===== config.mk =====
export PLATFORM = sky130hd
export DESIGN_NAME = regfile_scoreboard
export DESIGN_NICKNAME = d
export VERILOG_FILES = /design/src/rtl/regfile_scoreboard.sv
export SDC_FILE = /design/constraint.sdc
export NUM_CORES = 2
export LEC_CHECK = 0
export CORE_MARGIN = 2
export CORE_UTILIZATION = 60
export DETAILED_ROUTE_END_ITERATION = 8
export HOLD_SLACK_MARGIN = 0.05
export PLACE_DENSITY = 0.8
export SYNTH_ARGS = -nofsm -noshare
export SYNTH_HDL_FRONTEND = slang
export SYNTH_SLANG_ARGS = --single-unit
export TNS_END_PERCENT = 100

===== constraint.sdc =====
create_clock -name clk -period 3.5 [get_ports clk]
set_clock_uncertainty 0.05 [all_clocks]
set_input_delay 0.35 -clock clk [delete_from_list [all_inputs] [get_ports clk]]
set_output_delay 0.35 -clock clk [all_outputs]
set_load 0.05 [all_outputs]

===== src/rtl/regfile_scoreboard.sv =====
// 32x32 register file with write-through bypass and per-register pending-result
// counters that flag operand hazards (stall) and refuse issue when a counter is full.
module regfile_scoreboard #(
  parameter int unsigned PEND_W = 2
) (
  input  logic        clk,
  input  logic        rst,
  input  logic [4:0]  rs1_addr,
  input  logic [4:0]  rs2_addr,
  output logic [31:0] rd1,
  output logic [31:0] rd2,
  input  logic        wb_en,
  input  logic [4:0]  wb_addr,
  input  logic [31:0] wb_data,
  input  logic        issue_valid,
  input  logic [4:0]  issue_dst,
  output logic        issue_ready,
  output logic        stall,
  output logic        err_underflow
);

  localparam int unsigned NREG   = 32;
  localparam int unsigned DATA_W = 32;
  localparam int unsigned ADDR_W = 5;
  localparam logic [PEND_W-1:0] PEND_MAX = {PEND_W{1'b1}};
  localparam logic [PEND_W-1:0] PEND_ONE = PEND_W'(1);

  logic [DATA_W-1:0] regs_q [NREG];
  logic [PEND_W-1:0] pend_q [NREG];
  logic [PEND_W-1:0] pend_d [NREG];
  logic              err_q;
  logic              err_d;

  logic              wb_wr;
  logic              wb_dec;
  logic              wb_under;
  logic              issue_fire;
  logic              busy_rs1;
  logic              busy_rs2;
  logic [NREG-1:0]   inc_c;
  logic [NREG-1:0]   dec_c;

  // Handshake and write-back qualification; register 0 is never tracked.
  assign wb_wr       = wb_en & (wb_addr != '0);
  assign issue_ready = (pend_q[issue_dst] != PEND_MAX);
  assign issue_fire  = issue_valid & issue_ready & (issue_dst != '0);
  assign wb_dec      = wb_wr & (pend_q[wb_addr] != '0);
  assign wb_under    = wb_wr & (pend_q[wb_addr] == '0);

  // Combinational reads with zero-latency bypass of the write in flight.
  always_comb begin
    rd1 = '0;
    rd2 = '0;
    if (rs1_addr != '0) rd1 = (wb_wr && (wb_addr == rs1_addr)) ? wb_data : regs_q[rs1_addr];
    if (rs2_addr != '0) rd2 = (wb_wr && (wb_addr == rs2_addr)) ? wb_data : regs_q[rs2_addr];
  end

  // A source is busy unless its last outstanding result is being written back now.
  always_comb begin
    busy_rs1 = (rs1_addr != '0) && (pend_q[rs1_addr] != '0) &&
               !(wb_en && (wb_addr == rs1_addr) && (pend_q[rs1_addr] == PEND_ONE));
    busy_rs2 = (rs2_addr != '0) && (pend_q[rs2_addr] != '0) &&
               !(wb_en && (wb_addr == rs2_addr) && (pend_q[rs2_addr] == PEND_ONE));
    stall    = busy_rs1 | busy_rs2;
  end

  // Counter next state; simultaneous issue and retire to the same register cancel.
  always_comb begin
    for (int r = 0; r < NREG; r++) begin
      inc_c[r]  = issue_fire && (issue_dst == ADDR_W'(r));
      dec_c[r]  = wb_dec && (wb_addr == ADDR_W'(r));
      pend_d[r] = pend_q[r];
      if (inc_c[r] && !dec_c[r] && (pend_q[r] != PEND_MAX)) begin
        pend_d[r] = pend_q[r] + PEND_ONE;
      end else if (dec_c[r] && !inc_c[r] && (pend_q[r] != '0)) begin
        pend_d[r] = pend_q[r] - PEND_ONE;
      end
    end
    err_d = err_q | wb_under;
  end

  always_ff @(posedge clk) begin
    if (rst) begin
      for (int r = 0; r < NREG; r++) begin
        regs_q[r] <= '0;
        pend_q[r] <= '0;
      end
      err_q <= 1'b0;
    end else begin
      for (int r = 0; r < NREG; r++) begin
        pend_q[r] <= pend_d[r];
      end
      if (wb_wr) regs_q[wb_addr] <= wb_data;
      err_q <= err_d;
    end
  end

  assign err_underflow = err_q;

endmodule


==> reports/metrics.csv <==
stage,metric,value,unit
synth,yosysUniqueCellTypes,66,
worst_setup_path,critPathSlowestCell,mux4_2,
worst_setup_path,cp.required,3100,ps
routing,vias_per_cell,7.393,
floorplan,placementRows,115,
timing,min_period,3512,ps
final_layout,area_growth,13.89,%
grt,antenna_found_initial,8,
final_layout,layout-drive-gt1-share,32.40,%
placement,placed_cells,5244,
worst_setup_path,worst-path-stages,8,
synth,synth_warnings,0,
worst_setup_path,r2r_slack,1140,ps
placement,dpl_cell_area,64480,um2
timing,hold_ws,415.8,ps
worst_setup_path,crit_buf_inv,4,
pwr,vdd_ir_drop_max,487.6,uV
floorplan,io-pin-count,123,
worst_setup_path,crit_path_cell_trace,buf_8 -> buf_12 -> buf_12 -> mux4_2 -> mux4_2 -> o21ai_0 -> a21oi_1 -> buf_4,
timing,rsz0062_at_grt,no,
worst_setup_path,crit_type,input port to primary output,
clock_network,cts_tree,yes,
clock_network,cts_buffers,111,
hold_path,hold_end,err_underflow,
final_layout,finalInstanceArea,68290,um2
routing,dr_total_vias,40350,
floorplan,die-area,102500,um2
pwr,power,32.40,mW
timing,worstMarginPinSlew,1088,ps
timing,setup_viol,2,
timing,max_slew_margin,27.21,%
timing,worst_slack,-11.88,ps
grt,grt_use_total,38.22,%
grt,overflow,0,
routing,drc_errors,0,
placement,place_hpwl,121.0,mm
floorplan,coreArea,98710,um2
routing,drt_iter0_drc,6887,
synth,syn_inst,3930,
routing,dr.pass1.iters,6,
outcome,violations,negative setup slack,
worst_setup_path,reg2reg_depth,7,
floorplan,die_w,320.1,um
floorplan,die_y,320.1,um
clock_network,cts_sinks,1089,
final_layout,final_common_cell,edfxtp_1,
final_layout,layout.nets,4127,
synth,synthAdderAreaFrac,0,%
synth,synth_top_family_by_area,multiplexers,
worst_setup_path,r2r_start,pend_q[23][0],
placement,port-buffer-count,122,
hold_path,hold_depth,3,
worst_setup_path,worst_setup_path_start_kind,input port,
clock_network,insertion_delay,720,ps
synth,avgSynthCellArea,15.26,um2
grt,grt_max_degree,55,
clock_network,clkTransAtPathRegs,60,ps
grt,grt_pass1_wl,277.9,mm
synth,synth_compound_area_share,3.587,%
timing,maxClockFrequency,0.2847,GHz
worst_setup_path,crit_arrival,3110,ps
clock_network,cts_buffer_depth,3,
grt,grt_pass1_vias,40570,
worst_setup_path,r2r_end,pend_q[25][0],
final_layout,instances_no_fill,5458,
synth,yosys.area_share.simple,13.11,%
hold_path,min_path_type,input port to register,
worst_setup_path,crit_family,multiplexers,
synth,muxShareOfSynthArea,26.43,%
pwr,p_leak,23.21,nW
synth,yosysSeqAreaShare,53.46,%
floorplan,initial_core_util,60.74,%
synth,yosys_register_bits,1089,
routing,wirelength,193.8,mm
hold_path,hold_start,wb_en,
placement,finalWeightedCongestion,0.9455,
synth,synthFlopType,edfxtp_1,
timing,slew_violations,0,
worst_setup_path,worstSetupEndpointType,primary output,
synth,yosys.area_share.xor_xnor,0.4528,%
routing,postRouteAntennaNets,0,
timing,finalSetupTns,-14.68,ps
synth,async_flop_share,0,%
synth,syn_area,59960,um2
worst_setup_path,crit_fanout,21,
outcome,status,"complete, but fails checks",
job,maxCapViolCount,0,
worst_setup_path,cpPeakStageDelay,550,ps
timing,min_period_over_period,100.3,%
routing,wire_per_inst,35.50,um
synth,synth_edf_count,1024,
final_layout,mostFrequentLayoutCells,"edfxtp_1 (1024), and2_1 (997), mux4_2 (700)",
clock_network,htree_levels,3,
pwr,p_per_area,474.6,nW/um2
clock_network,cts_root_buffer,clkbuf_16,
timing,finalHoldViolations,0,
[layout make-up]
type | count | area [um2]
well taps | 1287 | 1610
inverters | 13 | 48.80
flip-flops and latches | 1089 | 32050
clock inverters | 77 | 807.0
multi-input cells | 2436 | 26540
fillers | 6266 | 30420
diodes | 4 | 10.01
repair buffers | 420 | 4290
clock buffers | 132 | 2929
[power by group]
part           switching, mW  total, mW  internal [mW]  leakage (nW)
Combinational           2.77       4.81           2.04          11.1
Clock                   5.24       12.3           7.07          1.84
Sequential             0.373       15.3           14.9          10.3
[kinds of logic after synthesis]
group                  Yosys count
AO/OA/AOI/OAI                  359
XOR/XNOR                        31
buffers and inverters          436
flip-flops                    1089
multiplexers                   708
other                            1
AND/OR/NAND/NOR               1306
[registers in the layout, summed over array words and instances, names as in the netlist]
| name | flops |
|---|---|
| pend_q | 64 |
| regs_q | 1024 |
| err_underflow | 1 |
[through the flow]
stage | util (%) | setup WS [ps]
after floorplan | - | 398.6
after global placement | 65.32 | -114.2
after detailed placement | 65.32 | -104.6
after CTS | 69.14 | 5.371
after global routing | 69.17 | 12.99
final | 69.18 | -11.88
[timing repair]
item / 4_1_cts / 5_1_grt
hold endpoints to repair: 2 / 0
resized for setup: 10 / 18
hold buffers: 1 / 0
pin swaps: 0 / 2
endpoints found under the setup margin: 9 / 23
buffers inserted: 0 / 0
[worst min-delay path, stage by stage]
cell and delay, ps:
clkdlybuf4s50_1 540, a31oi_1 190, nor2_1 50
[routing by layer]
| layer | up-vias | part of all wire [%] | routed length [um] | track usage, % |
|---|---|---|---|---|
| met4 | 6 | 6.7 | 12910 | 21.02 |
| met5 | - | 0.062 | 120 | 0.6619 |
| met1 | 20130 | 31 | 60900 | 47.57 |
| met3 | 862 | 16 | 30300 | 13.48 |
| li1 | 15610 | - | - | - |
| met2 | 3749 | 46 | 89530 | 59.02 |
[how the worst max path moves through the flow]
stage / slack (ps) / from / to
2_1_floorplan: 400 / rs1_addr[0] / stall
3_3_place_gp: -110 / rs1_addr[0] / rd1[2]
3_5_place_dp: -100 / rs1_addr[0] / rd1[2]
4_1_cts: 5 / wb_addr[1] / rd1[18]
5_1_grt: 10 / rs1_addr[0] / rd1[8]
6_report: -10 / rs1_addr[0] / rd1[8]
[Yosys cell counts, types with 16 or more instances]
library cell | n | area share (%)
xnor2_1 | 16 | 0.23
nand2b_1 | 20 | 0.21
or2_2 | 36 | 0.38
dfxtp_1 | 65 | 2.2
buf_2 | 72 | 0.60
edfxtp_1 | 1024 | 51
o21ai_0 | 114 | 0.95
and2_1 | 998 | 10
nand3_1 | 27 | 0.23
mux4_2 | 700 | 26
buf_1 | 21 | 0.13
nor2_1 | 63 | 0.39
a21oi_1 | 97 | 0.81
nand2_1 | 51 | 0.32
o22ai_1 | 67 | 0.70
nor3_1 | 40 | 0.33
clkbuf_1 | 322 | 2.0
Power figures use the tool's default switching activity.
